## config.mk

```make
export PLATFORM = sky130hd
export DESIGN_NAME = mean_rev_engine
export DESIGN_NICKNAME = d
export VERILOG_FILES = /design/src/rtl/mean_rev_engine.sv
export SDC_FILE = /design/constraint.sdc
export NUM_CORES = 1
export LEC_CHECK = 0
export ABC_AREA = 1
export BUFFER_PORTS_ARGS = -buffer_cell sky130_fd_sc_hd__buf_2
export CAP_MARGIN = 10
export CORE_AREA = 2 2 87 89
export DETAILED_ROUTE_END_ITERATION = 6
export DIE_AREA = 0 0 89 91
export GPL_TIMING_DRIVEN = 0
export PLACE_DENSITY = 0.62
export SLEW_MARGIN = 20
export SYNTH_ARGS = -nofsm -noshare
export SYNTH_HDL_FRONTEND = slang
export SYNTH_SLANG_ARGS = --single-unit
```

## constraint.sdc

```tcl
create_clock -name clk -period 4.64 [get_ports clk]
set_input_delay 0.928 -clock clk [delete_from_list [all_inputs] [get_ports clk]]
set_output_delay 0.928 -clock clk [all_outputs]
set_load 0.02 [all_outputs]
```

## src/rtl/mean_rev_engine.sv

```systemverilog
// rtl/mean_rev_engine.sv - mean-reversion band signal engine with confirmation and cooldown
// Optional stop-loss exit is enabled by defining MEAN_REV_STOP_EN.
module mean_rev_engine #(
  parameter int WIDTH    = 8,
  parameter int CONFIRM  = 2,
  parameter int COOLDOWN = 4
) (
  input  logic             clk,
  input  logic             rst,
  input  logic             in_valid,
  input  logic [WIDTH-1:0] short_sma,
  input  logic [WIDTH-1:0] long_sma,
  input  logic [WIDTH-1:0] current_data,
  input  logic [WIDTH-1:0] threshold,
  output logic             buy_signal,
  output logic             sell_signal,
  output logic [1:0]       position,
  output logic             stop_hit
);

  typedef enum logic [1:0] {
    ST_FLAT  = 2'b00,
    ST_LONG  = 2'b01,
    ST_SHORT = 2'b10,
    ST_COOL  = 2'b11
  } state_t;

  localparam logic [WIDTH+1:0] MAX_VAL = {2'b00, {WIDTH{1'b1}}};
  localparam logic [3:0]       CONF    = 4'(CONFIRM);
  localparam logic [7:0]       CD_LOAD = 8'(COOLDOWN - 1);

  state_t     state, state_n;
  logic [3:0] cnt, cnt_n, cnt_inc;
  logic       dir, dir_n;
  logic [7:0] timer, timer_n;
  logic       buy_n, sell_n, buy_conf, sell_conf;
  logic       stop_exit;

  // Band around the midpoint of the two averages, kept one/two bits wide to avoid wrap.
  logic [WIDTH:0]   sma_sum, mid, lower;
  logic [WIDTH+1:0] upper_raw, upper;
  logic             trend, buy_cand, sell_cand;

  assign sma_sum   = {1'b0, short_sma} + {1'b0, long_sma};
  assign mid       = sma_sum >> 1;
  assign upper_raw = {1'b0, mid} + {2'b00, threshold};
  assign upper     = (upper_raw > MAX_VAL) ? MAX_VAL : upper_raw;
  assign lower     = (mid > {1'b0, threshold}) ? (mid - {1'b0, threshold}) : '0;
  assign trend     = short_sma > long_sma;
  assign buy_cand  = in_valid & trend & ({1'b0, current_data} < lower);
  assign sell_cand = in_valid & ~trend & ({2'b00, current_data} > upper);

`ifdef MEAN_REV_STOP_EN
  logic [WIDTH-1:0] entry;
  logic [WIDTH:0]   thr2, stop_lo;
  logic [WIDTH+1:0] stop_hi_raw, stop_hi;

  assign thr2        = {threshold, 1'b0};
  assign stop_lo     = ({1'b0, entry} > thr2) ? ({1'b0, entry} - thr2) : '0;
  assign stop_hi_raw = {2'b00, entry} + {1'b0, thr2};
  assign stop_hi     = (stop_hi_raw > MAX_VAL) ? MAX_VAL : stop_hi_raw;
  assign stop_exit   = in_valid &
                       (((state == ST_LONG)  & ({1'b0, current_data} < stop_lo)) |
                        ((state == ST_SHORT) & ({2'b00, current_data} > stop_hi)));

  always_ff @(posedge clk) begin
    if (rst) begin
      entry    <= '0;
      stop_hit <= 1'b0;
    end else begin
      stop_hit <= stop_exit;
      if (state == ST_FLAT && (state_n == ST_LONG || state_n == ST_SHORT))
        entry <= current_data;
    end
  end
`else
  assign stop_exit = 1'b0;
  assign stop_hit  = 1'b0;
`endif

  always_ff @(posedge clk) begin
    if (rst) begin
      state       <= ST_FLAT;
      cnt         <= '0;
      dir         <= 1'b0;
      timer       <= '0;
      buy_signal  <= 1'b0;
      sell_signal <= 1'b0;
    end else begin
      state       <= state_n;
      cnt         <= cnt_n;
      dir         <= dir_n;
      timer       <= timer_n;
      buy_signal  <= buy_n;
      sell_signal <= sell_n;
    end
  end

  always_comb begin
    state_n   = state;
    cnt_n     = cnt;
    dir_n     = dir;
    timer_n   = timer;
    cnt_inc   = cnt;
    buy_n     = 1'b0;
    sell_n    = 1'b0;
    buy_conf  = 1'b0;
    sell_conf = 1'b0;

    // dir: 0 = buy side, 1 = sell side
    if (state == ST_COOL) begin
      cnt_n = '0;
      if (timer == '0) state_n = ST_FLAT;
      else             timer_n = timer - 8'd1;
    end else if (in_valid) begin
      if (buy_cand || sell_cand) begin
        if (cnt != '0 && dir == sell_cand) begin
          cnt_inc = (cnt >= CONF) ? CONF : cnt + 4'd1;
        end else begin
          cnt_inc = 4'd1;
          dir_n   = sell_cand;
        end
        if (cnt_inc == CONF) begin
          cnt_n     = '0;
          buy_conf  = ~sell_cand;
          sell_conf = sell_cand;
        end else begin
          cnt_n = cnt_inc;
        end
      end else begin
        cnt_n = '0;
      end
    end

    if (stop_exit) begin
      state_n = ST_COOL;
      timer_n = CD_LOAD;
      cnt_n   = '0;
      sell_n  = (state == ST_LONG);
      buy_n   = (state == ST_SHORT);
    end else begin
      case (state)
        ST_FLAT: begin
          if (buy_conf) begin
            state_n = ST_LONG;
            buy_n   = 1'b1;
          end else if (sell_conf) begin
            state_n = ST_SHORT;
            sell_n  = 1'b1;
          end
        end
        ST_LONG: begin
          if (sell_conf) begin
            state_n = ST_COOL;
            timer_n = CD_LOAD;
            sell_n  = 1'b1;
          end
        end
        ST_SHORT: begin
          if (buy_conf) begin
            state_n = ST_COOL;
            timer_n = CD_LOAD;
            buy_n   = 1'b1;
          end
        end
        default: ;
      endcase
    end
  end

  assign position = state;

endmodule

```

**After elaboration in Yosys (flattened, before gate mapping)**

Cells that the tools add are included.

- Register bits: 17
- Input bits: 35
- Output and inout port bits: 5

- $add $sub $neg: 5
- $lt $le $gt $ge: 6
- Equality and inequality tests: 5
- Mux-type cells: 33
- Bitwise logic cells: 9
- Reductions and logical operators: 9

Operators with widths:

| operator | number |
|---|---|
| $mux W8 | 4 |
| $mux W4 | 7 |
| $add A8 B8 Y9 | 2 |
| $mux W9 | 2 |
| $gt A8 B8 Y1 | 2 |
| $pmux W8 S2 | 1 |
| $mux W2 | 6 |
| $mux W1 | 11 |
| $gt A8 B9 Y1 | 1 |
| $gt A9 B8 Y1 const B | 1 |
| $lt A8 B9 Y1 | 1 |
| $sub A8 B8 Y9 | 1 |
| $logic_not A8 Y1 | 1 |
| $sub A8 B1 Y8 const B | 1 |
| $pmux W2 S3 | 1 |
| $reduce_or A2 Y1 | 3 |
| $not A1 Y1 | 5 |
| $add A4 B1 Y4 const B | 1 |
| $and A1 B1 Y1 | 4 |
| $eq A2 B2 Y1 const B | 2 |
| $eq A4 B2 Y1 const B | 1 |
| $ge A4 B2 Y1 const B | 1 |
| $reduce_and A4 Y1 | 1 |
| $reduce_bool A4 Y1 | 1 |
| other kinds (6) | 6 |

**Longest topological paths before layout**

Gate-level depths: netlist of run 1.

- Word-level depth: 20
- Depth in mapped cells: 36

**Least setup slack after synthesis of run 1**

Ideal clock, no wire load.

- Kind: in2reg
- Start point: input port short_sma[0]
- End point: register timer[6]
- Setup time: 110 ps
- Data arrival time: 4,709 ps
- Required time: 4,530 ps
- Path slack: -179 ps
- Cell stages on the path: 29
- Path buffers: 0
- Path through: ha_1 -> inv_1 -> fa_1 -> o31ai_1 -> xor2_1 -> inv_1 -> ha_1 -> inv_1 -> o21ai_1 -> nand2_1 -> a21oi_1 -> o21ai_1 -> nand2_1 -> nand2_1 -> a21oi_1 -> inv_1 -> or2_1 -> ha_1 -> nand3_1 -> o21ai_0 -> nor2_2 -> nand3_1 -> nand3_4 -> nor2_8 -> nand3_2 -> nand2_2 -> nand3_4 -> nand3b_1 -> inv_1

- Word-level cells in the longest chain between the ends: 19
- Elaborated cells between the ends (all ways): 35
- Those cells by class: add/sub: 3; order compare: 5; eq/ne: 2; mux: 17; bitwise: 6; reduce/logical: 2

Ends and longest elaborated chain:

| element | line | text |
|---|---|---|
| start, declared | 11 | `input logic [WIDTH-1:0] short_sma,` |
| $add A8 B8 Y9 | 44 | `assign sma_sum = {1'b0, short_sma} + {1'b0, long_sma};` |
| $add A8 B8 Y9 | 46 | `assign upper_raw = {1'b0, mid} + {2'b00, threshold};` |
| $gt A9 B8 Y1 | 47 | `assign upper = (upper_raw > MAX_VAL) ? MAX_VAL : upper_raw;` |
| $mux W9 | 47 |  |
| $gt A8 B9 Y1 | 51 | `assign sell_cand = in_valid & ~trend & ({2'b00, current_data} > upper);` |
| $and A1 B1 Y1 | 51 |  |
| $eq A1 B1 Y1 | 117 | `if (cnt != '0 && dir == sell_cand) begin` |
| $logic_and A1 B1 Y1 | 117 |  |
| (+3 left out) | -- |  |
| $mux W4 | 111 | `if (state == ST_COOL) begin` |
| $eq A4 B2 Y1 | 123 | `if (cnt_inc == CONF) begin` |
| $mux W1 | 123 |  |
| $mux W1 | 116 | `if (buy_cand \|\| sell_cand) begin` |
| $mux W1 | 115 | `end else if (in_valid) begin` |
| $mux W1 | 111 |  |
| $mux W8, on equally long branches | 160, 153 |  |
| $pmux W8 S2 (*) | 142 | `case (state)` |
| end signal, assigned | 93 | `timer <= timer_n;` |
| end, declared | 35 | `logic [7:0] timer, timer_n;` |

Mark *: on every way between the ends. The rest lies on a longest branch, timed or not. The select of a mux whose other input is x is not followed.
A chain may end at the register's enable or synchronous reset.

**Worst setup path in the final report of run 1**

- Start point: input port long_sma[0]
- End point: register timer[7]

- Word-level cells in the longest chain between the ends: 19
- Elaborated cells between the ends (all ways): 35
- Those cells by class: add/sub: 3; order compare: 5; eq/ne: 2; mux: 17; bitwise: 6; reduce/logical: 2

Ends and longest elaborated chain:

| element | line | text |
|---|---|---|
| start, declared | 12 | `input logic [WIDTH-1:0] long_sma,` |
| $add A8 B8 Y9 | 44 |  |
| $add A8 B8 Y9 | 46 |  |
| $gt A9 B8 Y1 | 47 |  |
| $mux W9 | 47 |  |
| $gt A8 B9 Y1 | 51 |  |
| $and A1 B1 Y1 | 51 |  |
| $eq A1 B1 Y1 | 117 |  |
| $logic_and A1 B1 Y1 | 117 |  |
| (+3 left out) | -- |  |
| $mux W4 | 111 |  |
| $eq A4 B2 Y1 | 123 |  |
| $mux W1 | 123 |  |
| $mux W1 | 116 |  |
| $mux W1 | 115 |  |
| $mux W1 | 111 |  |
| $mux W8, on equally long branches | 160, 153 |  |
| $pmux W8 S2 (*) | 142 |  |

Marked as above.

==> qor.csv, run 1 <==
stage,metric,value,unit
setup_path,cpMostUsedCell,buf_4,
grt,antenna_found_initial,0,
grt,grt_usage,17.0,%
route,first_iter_violations,67,
synth,synth.most_common_cell,nand2_1,
synth,netlist.area_leader.share,24.9,%
timing,finalSetupViolations,15,
route,wire_per_inst,11.3,um
timing,rsz0062_at_grt,yes,
place,post-place-cells,572,
final_layout,nFillCells,717,
die,initial_utilization,39.4,%
synth,synth.avg_cell_area,6.47,um^2
place,place_ws,-0.704,ns
final_layout,diodes,0,
synth,ys_top_cells_by_count,"87 x nand2_1, 86 x inv_1, 56 x ha_1",
die,rows,31,
flow_run,cap_violations,0,
route,firstDrtPassIters,4,
clock_network,cts_sinks,17,
clock_network,holdBufCountCts,0,
grt,grt_max_degree,11,
route,vias,2825,
synth,syn_inst,435,
setup_path,required,4.79,ns
setup_path,reg2reg_slack,2.68,ns
setup_path,crit_type,in -> reg,
setup_path,crit_arrival,4.99,ns
pwr,power.density,265,nW/um^2
die,core,7140,um^2
route,wl,6930,um
final_layout,drive_above_1_share,37.1,%
final_layout,finalNonFillerCells,611,
pwr,leakagePower,2.05,nW
grt,grt_pass1_vias,2785,
synth,syn-cell-area,2810,um^2
grt,grt_first_pass_wirelength,11500,um
place,gp_congestion,0.837,
timing,hold_viol,0,
grt,met2_usage,31.0,%
final_layout,utilization,55.5,%
synth,synthesis.nets,529,
setup_path,max_stage_delay,0.42,ns
clock_network,htreeDepth,1,
timing,tns,-2.19,ns
min_path,hold_class,reg -> reg,
grt,met3_usage,1.91,%
clock_network,cts_root_buf,clkbuf_8,
synth,synth_seq_area_share,12.1,%
timing,period_share,104,%
final_layout,multi_input_comb_area,2560,um^2
route,ant_nets,0,
synth,synth.area.top_cells,"ha_1 25%, dfxtp_1 12%, nand2_1 12%",
die,die_h,91,um
clock_network,cts_buffers,3,
place,place_hpwl,5250,um
synth,synth_area_leader_cell,ha_1,
synth,yosysWarnings,0,
die,die_area,8100,um^2
synth,synth_seq_cells,17,
clock_network,cts_tree,yes,
setup_path,crit_slowest_cell,fa_2,
setup_path,start_kind,primary input,
timing,timing.hold.ws,0.471,ns
timing,final_max_slew_viol_count,0,
place,port_buffers,38,
clock_network,clk_pin_slew,0.07,ns
grt,grt_overflow,0,
run_status,violations,negative setup slack,
route,viasPerCell,4.62,
clock_network,insertion_delay,0.25,ns
timing,skew,0.00295,ns
synth,synth-main-ff-cell,dfxtp_1,
final_layout,regArea,340,um^2
die,ios,40,
synth,synthArstFlopShare,0,%
clock_network,cts_buffer_depth,2,
final_layout,num-nets-final,607,
run_status,run_status,"finished, violations left",
grt,met1_usage,21.3,%
timing,final.setup.worst_slack,-0.193,ns
final_layout,area_growth,40.8,%
timing,fmax,207,MHz
grt,grt.busiest_layer,met2,
die,fp.dieW,89,um
route,drc,0,
synth,yosysUniqueCellTypes,36,
synth,synth_edf_count,0,
setup_path,worstSetupEndpointType,flip-flop,
timing,min_period,4.83,ns
setup_path,cp_max_fo,6,
pwr,vdd_drop_max,220,uV
## report_power, final
| part | internal [mW] | switching, mW |
|---|---|---|
| logic | 0.353 | 0.427 |
| registers | 0.152 | 0.00630 |
| clock network | 0.0596 | 0.0502 |
## worst paths after layout
check | start | end | cells past startpoint
setup reg to reg | position[1] | timer[1] | 10
setup / recovery | long_sma[0] | timer[7] | 33
hold / removal | cnt[3] | cnt[3] | 2
hold reg to reg | cnt[3] | cnt[3] | 2
## cells by family (layout without fill, tap and decap cells)
logic type | count (synthesis) | count (layout) | synth area share [%]
AND/OR/NAND/NOR | 188 | 188 | 31.7
buffers and inverters | 99 | 176 | 13.3
adder cells (fa/ha/maj) | 59 | 59 | 27.0
AO/OA/AOI/OAI | 58 | 58 | 11.7
flip-flops | 17 | 17 | 12.1
XOR/XNOR | 13 | 13 | 4.05
other | 1 | 1 | 0.133
## flip-flops by register name, indices dropped and copies added (netlist names)
signal and cells:
timer 8, cnt 4, position 2, buy_signal 1, dir 1, sell_signal 1
## worst max-delay path, delay by kind of cell
family | cells | cell delay (ns)
simple gates | 15 | 1.40
compound gates | 2 | 0.15
buf+inv | 11 | 1.07
xor+xnor | 1 | 0.22
fa+ha+maj | 4 | 1.23
## layer usage
layer	up-vias	part of all wire, %
li1	1532	-
met1	1251	45
met2	36	52
met3	6	2.1
met4	0	0.87
met5	-	0
## metrics by stage
stage / power, mW / instance area, um^2
floorplan: 0.564 / 2850
global placement: 0.669 / 3160
detailed placement: 0.681 / 3160
CTS: 0.913 / 3600
global route: 1.15 / 3960
finish: 1.05 / 3960
## final cells by class
class	count	area share, %
tap	99	3.13
timing repair buffer	73	12.5
clock buffer	3	1.04
sequential	17	8.59
inverter	98	9.79
clock inverter	1	0.126
buffer	1	0.189
multi-input combinational	319	64.6
## what timing repair did
action                     in CTS  in global routing
buffers inserted               29                  8
gates cloned                    0                  0
pin swaps                      33                 53
gates resized for setup        42                 70
setup endpoints to repair      16                 16
## layout by cell type, fill, tap and decap left out, types with 9 or more instances in the layout
cell and n:
a21oi_1 17, a21oi_2 10, buf_2 34, buf_4 33, dfxtp_1 17, ha_1 38, ha_4 14, inv_1 77
inv_2 14, nand2_1 77, nand2_2 11, nand3_1 14, nand3_2 10, nor2_1 30, xor2_1 9
Power figures use the tool's default switching activity.
==> run 2: changes to the inputs <==
--- a/config.mk
+++ b/config.mk
@@ -5,14 +5,13 @@
 export SDC_FILE = /design/constraint.sdc
 export NUM_CORES = 1
 export LEC_CHECK = 0
-export ABC_AREA = 1
 export BUFFER_PORTS_ARGS = -buffer_cell sky130_fd_sc_hd__buf_2
 export CAP_MARGIN = 10
-export CORE_AREA = 2 2 87 89
+export CORE_AREA = 2 2 84 86
 export DETAILED_ROUTE_END_ITERATION = 6
-export DIE_AREA = 0 0 89 91
+export DIE_AREA = 0 0 86 88
 export GPL_TIMING_DRIVEN = 0
-export PLACE_DENSITY = 0.62
+export PLACE_DENSITY = 0.61
 export SLEW_MARGIN = 20
 export SYNTH_ARGS = -nofsm -noshare
 export SYNTH_HDL_FRONTEND = slang
==> qor.csv, run 2 <==
stage,metric,value,unit
run_status,run_status,"finished, violations left",
run_status,violations,negative setup slack,
synth,syn-cell-area,2570,um^2
final_layout,largest-register,timer,
timing,tightest_slew,0.896,ns
clock_network,htreeDepth,1,
synth,synth.area.top_cells,"ha_1 27%, dfxtp_1 13%, inv_1 6.4%",
setup_path,crit_type,in -> reg,
setup_path,crit_slowest_cell,or4b_4,
setup_path,path_buf_inv,2,
setup_path,r2r-end,timer[0],
die,core,6640,um^2
die,initial_utilization,38.7,%
timing,hold_viol,0,
route,firstDrtPassIters,4,
setup_path,rr_worst_depth,8,
timing,finalSetupViolations,16,
flow_run,cap_violations,0,
route,ant_nets,0,
setup_path,r2r-start,position[0],
timing,fmax,189,MHz
final_layout,diodes,0,
synth,synth.most_common_cell,ha_1,
place,gp_congestion,0.841,
clock_network,cts_root_buf,clkbuf_8,
synth,yosysWarnings,0,
final_layout,final_cell_mix,"46 x ha_1, 41 x inv_1, 33 x buf_2",
pwr,leakagePower,1.60,nW
synth,synth_edf_count,0,
die,rows,30,
pwr,power.density,283,nW/um^2
route,wire_per_inst,12.9,um
clock_network,cts_tree,yes,
place,port_buffers,37,
clock_network,cts_sinks,17,
timing,final_max_slew_viol_count,0,
final_layout,num-nets-final,499,
setup_path,cp_max_fo,7,
timing,rsz0062_at_grt,yes,
setup_path,crit_arrival,5.46,ns
grt,grt_pass1_vias,2430,
clock_network,holdBufCountCts,0,
final_layout,drive_above_1_share,36.4,%
route,viasPerCell,5.17,
synth,yosysUniqueCellTypes,62,
synth,synthArstFlopShare,0,%
clock_network,cts_buffer_depth,2,
clock_network,clk_pin_slew,0.07,ns
final_layout,nFillCells,570,
synth,synth_seq_cells,17,
synth,synth_area_leader_cell,ha_1,
clock_network,insertion_delay,0.25,ns
timing,period_share,114,%
timing,final.setup.worst_slack,-0.657,ns
die,ios,40,
route,wl,6250,um
grt,grt_first_pass_wirelength,10600,um
place,place_hpwl,4620,um
synth,synth-main-ff-cell,dfxtp_1,
setup_path,cp-endpoint,timer[0],
timing,tns,-8.40,ns
route,first_iter_violations,73,
synth,synth.avg_cell_area,7.82,um^2
route,vias,2504,
final_layout,area_growth,42.1,%
clock_network,cts_buffers,3,
timing,slew_headroom,40.0,%
pwr,vdd_drop_max,106,uV
setup_path,worst_setup_path_startpoint,short_sma[0],
die,fp.dieW,86,um
setup_path,required,4.81,ns
die,die_area,7570,um^2
synth,ys_top_cells_by_count,"56 x ha_1, 44 x inv_1, 27 x nor2_1",
setup_path,reg2reg_slack,2.11,ns
route,drc,0,
timing,timing.hold.ws,0.489,ns
grt,grt_overflow,0,
timing,min_period,5.30,ns
grt,grt_usage,16.8,%
timing,skew,0.00901,ns
min_path,hold_class,reg -> reg,
final_layout,largest_reg_flops,8,
synth,netlist.area_leader.share,27.2,%
setup_path,cp_num_cells,25,
synth,syn_inst,329,
setup_path,max_stage_delay,0.53,ns
setup_path,start_kind,primary input,
setup_path,worstSetupEndpointType,flip-flop,
setup_path,critPathTopFamily,simple AND/OR/NAND/NOR gates,
synth,synthesis.nets,423,
synth,synth_seq_area_share,13.2,%
die,die_h,88,um
grt,antenna_found_initial,0,
final_layout,final_common_cell,ha_1,
pwr,total_power,1.03,mW
grt,grt_max_degree,11,
## run 2: changes by cell type after synthesis, moves of 8 or more
cell,before,now
inv_1,86,44
nand3_1,26,1
nor2_1,37,27
nand2_1,87,20
or2_2,9,1
nor4_1,1,11
xnor2_1,3,11
inv_2,9,1
## run 2: cells by family (layout without fill, tap and decap cells)
family                     Yosys count  in the layout  share of synthesized area [%]
adders and majority gates           59             59                           29.6
and+or+nand+nor                    105            105                           21.6
buffers and inverters               50            125                           7.44
DFF                                 17             17                           13.2
muxes                                3              3                           1.26
xor gates and xnor gates            22             22                           7.49
AOI/OAI and AO/OA                   72             72                           19.3
other                                1              1                          0.146
## run 2: how the worst min path moves through the flow
stage	startpoint	endpoint	slack, ns	cells after the start
after detailed placement	cnt[2]	cnt[2]	0.47	2
after global routing	cnt[3]	cnt[3]	0.51	1
after floorplan	cnt[2]	cnt[2]	0.44	2
after CTS	cnt[2]	cnt[2]	0.48	2
final	cnt[0]	cnt[0]	0.49	2
after global placement	cnt[3]	cnt[3]	0.46	1
## run 2: tightest hold or removal path, stage by stage, from the launching register on
cell and delay (ns):
dfxtp_1 0.34, nand2_1 0.06, o21ai_1 0.05
## run 2: area by class of cell
type                       instances  area (um^2)  area share (%)
timing repair buffer              72          514            14.1
buffer                             4         18.8           0.513
clock buffer                       4         45.0            1.23
tap                               80          100            2.74
sequential                        17          340            9.31
multi-input combinational        262         2460            67.4
inverter                          45          174            4.76
## run 2: per-layer routing
layer | vias to the layer above | global-route usage [%] | part of all wire (%)
met5 | - | 0 | 0
met4 | 0 | 2.31 | 0.19
met3 | 2 | 2.45 | 3.3
met2 | 48 | 31.0 | 48
met1 | 1142 | 21.2 | 48
li1 | 1312 | - | -
## run 2: power by group
part / leakage, nW / internal [mW] / switching (mW) / total [mW]
Clock: 0.0228 / 0.0609 / 0.0508 / 0.112
Combinational: 1.44 / 0.386 / 0.381 / 0.768
Sequential: 0.137 / 0.150 / 0.00401 / 0.154
## run 2: through the flow
| stage | cells | worst slack [ns] | instance area, um^2 | utilization (%) |
|---|---|---|---|---|
| 2_1_floorplan | 329 | -0.657 | 2620 | - |
| 3_3_place_gp | 446 | -1.87 | 2910 | 43.7 |
| 3_5_place_dp | 446 | -1.94 | 2910 | 43.7 |
| 4_1_cts | 471 | -0.642 | 3360 | 50.5 |
| 5_1_grt | 484 | -0.917 | 3660 | 55.0 |
| 6_report | 484 | -0.657 | 3660 | 55.0 |
## run 2: timing repair
item                       in CTS  in global routing
resized for setup              51                 38
setup endpoints to repair      16                 16
buffers inserted               22                 14
pin swaps                      36                 31
hold endpoints to repair        0                  0
==> run 3: changes to the inputs <==
--- a/config.mk
+++ b/config.mk
@@ -11,7 +11,7 @@
 export DETAILED_ROUTE_END_ITERATION = 6
 export DIE_AREA = 0 0 86 88
 export GPL_TIMING_DRIVEN = 0
-export PLACE_DENSITY = 0.61
+export PLACE_DENSITY = 0.59
 export SLEW_MARGIN = 20
 export SYNTH_ARGS = -nofsm -noshare
 export SYNTH_HDL_FRONTEND = slang
==> constraint.sdc (replaced) <==
create_clock -name clk -period 6.75 [get_ports clk]
set_input_delay 1.35 -clock clk [delete_from_list [all_inputs] [get_ports clk]]
set_output_delay 1.35 -clock clk [all_outputs]
set_load 0.02 [all_outputs]
==> qor.csv, run 3 (same netlist as run 2, synthesis figures left out) <==
stage,metric,value,unit
timing,hold_viol,0,
final_layout,regArea,340,um^2
grt,grt_first_pass_wirelength,9400,um
clock_network,cts_buffer_depth,2,
setup_path,cp_num_cells,25,
timing,tightest_slew,0.637,ns
place,gp_congestion,0.820,
setup_path,crit_type,in -> reg,
setup_path,required,6.91,ns
run_status,run_status,finished clean,
clock_network,cts_tree,yes,
die,die_h,88,um
setup_path,rr_worst_depth,8,
place,post-place-cells,446,
die,die_area,7570,um^2
place,place_ws,-0.346,ns
flow_run,cap_violations,0,
final_layout,multi_input_comb_area,2050,um^2
die,core,6640,um^2
route,viasPerCell,5.13,
final_layout,final_cell_mix,"56 x ha_1, 44 x inv_1, 37 x buf_2",
setup_path,path_buf_inv,3,
pwr,vdd_drop_max,61.1,uV
grt,antenna_found_initial,0,
min_path,hold_depth,2,
grt,grt_pass1_vias,2247,
setup_path,start_kind,primary input,
route,ant_nets,0,
die,ios,40,
final_layout,largest-register,timer,
clock_network,insertion_delay,0.25,ns
timing,final.setup.worst_slack,0.608,ns
clock_network,cts_root_buf,clkbuf_8,
final_layout,drive_above_1_share,14.3,%
final_layout,final_common_cell,ha_1,
timing,final_max_slew_viol_count,0,
place,port_buffers,37,
setup_path,critPathTopFamily,compound AO/OA/AOI/OAI gates,
timing,min_period,6.14,ns
setup_path,cp_max_fo,7,
clock_network,clk_pin_slew,0.07,ns
final_layout,num-nets-final,465,
timing,skew,0.00582,ns
route,first_iter_violations,130,
die,rows,30,
clock_network,htreeDepth,1,
route,wire_per_inst,12.0,um
setup_path,crit_arrival,6.30,ns
setup_path,max_stage_delay,0.55,ns
route,firstDrtPassIters,6,
route,wl,5380,um
grt,grt_usage,14.8,%
final_layout,finalNonFillerCells,450,
timing,timing.hold.ws,0.480,ns
timing,finalSetupViolations,0,
final_layout,diodes,0,
final_layout,area_growth,13.2,%
timing,rsz0062_at_grt,no,
final_layout,largest_reg_flops,8,
die,fp.dieW,86,um
setup_path,worstSetupEndpointType,flip-flop,
pwr,leakagePower,1.35,nW
timing,slew_headroom,57.3,%
place,place_hpwl,4610,um
clock_network,cts_sinks,17,
final_layout,nFillCells,675,
timing,fmax,163,MHz
timing,tns,0,ns
pwr,total_power,0.504,mW
grt,grt_overflow,0,
setup_path,crit_slowest_cell,or4b_4,
min_path,hold_class,reg -> reg,
route,drc,0,
die,initial_utilization,38.7,%
clock_network,holdBufCountCts,0,
route,vias,2309,
pwr,power.density,173,nW/um^2
grt,grt_max_degree,11,
timing,period_share,91.0,%
clock_network,cts_buffers,3,
run 3: changes by cell type in the layout (fill, tap and decap cells not counted), moves of 5 or more:
cell,previous run,this run
a21oi_1,13,23
a21oi_2,8,0
buf_4,28,2
buf_6,9,0
ha_1,46,56
ha_4,8,0
nor2_1,22,27
nor4_1,4,11
nor4_2,5,0
run 3: layout make-up:
cell class | count | share of cell area (%)
multi-input cells | 262 | 70.3
clock buffers | 4 | 1.55
well taps | 80 | 3.44
inverters | 45 | 5.80
plain buffers | 4 | 0.645
flip-flops and latches | 17 | 11.7
repair buffers | 38 | 6.62
run 3: timing repair:
item | CTS | global route
gates resized for setup | 1 | 0
setup buffers | 0 | 1
hold endpoints to repair | 0 | 0
pin swaps | 0 | 1
endpoints found under the setup margin | 6 | 7
run 3: worst paths after layout:
path                 from  endpoint  slack (ns)
max          short_sma[0]  timer[0]        0.61
min                cnt[2]    cnt[2]        0.48
max reg2reg   position[0]  timer[0]        4.28
min reg2reg        cnt[2]    cnt[2]        0.48
run 3: worst register-to-register path, delay by kind of cell, from the launching register on:
| family | cells | cell delay, ns |
|---|---|---|
| compound gates | 1 | 0.09 |
| fa+ha+maj | 1 | 0.21 |
| buf+inv | 2 | 0.36 |
| flops | 1 | 0.36 |
| simple gates | 4 | 1.37 |
run 3: routing by layer:
metal | global-route usage, % | routed length [um] | up-vias
met5 | 0 | 0 | -
met4 | 2.31 | 25 | 0
met2 | 24.9 | 2440 | 44
li1 | - | - | 1241
met1 | 20.2 | 2710 | 1020
met3 | 2.54 | 199 | 4
run 3: power breakdown:
| part | switching, mW | total [mW] | internal, mW |
|---|---|---|---|
| logic | 0.182 | 0.322 | 0.140 |
| registers | 0.00272 | 0.106 | 0.103 |
| clock network | 0.0341 | 0.0760 | 0.0418 |
| total | 0.219 | 0.504 | 0.285 |
run 3: through the flow:
stage	util [%]	cell area, um^2
detailed placement	43.0	2860
global route	43.8	2910
global placement	43.0	2860
CTS	43.8	2910
finish	43.8	2910
floorplan	-	2570
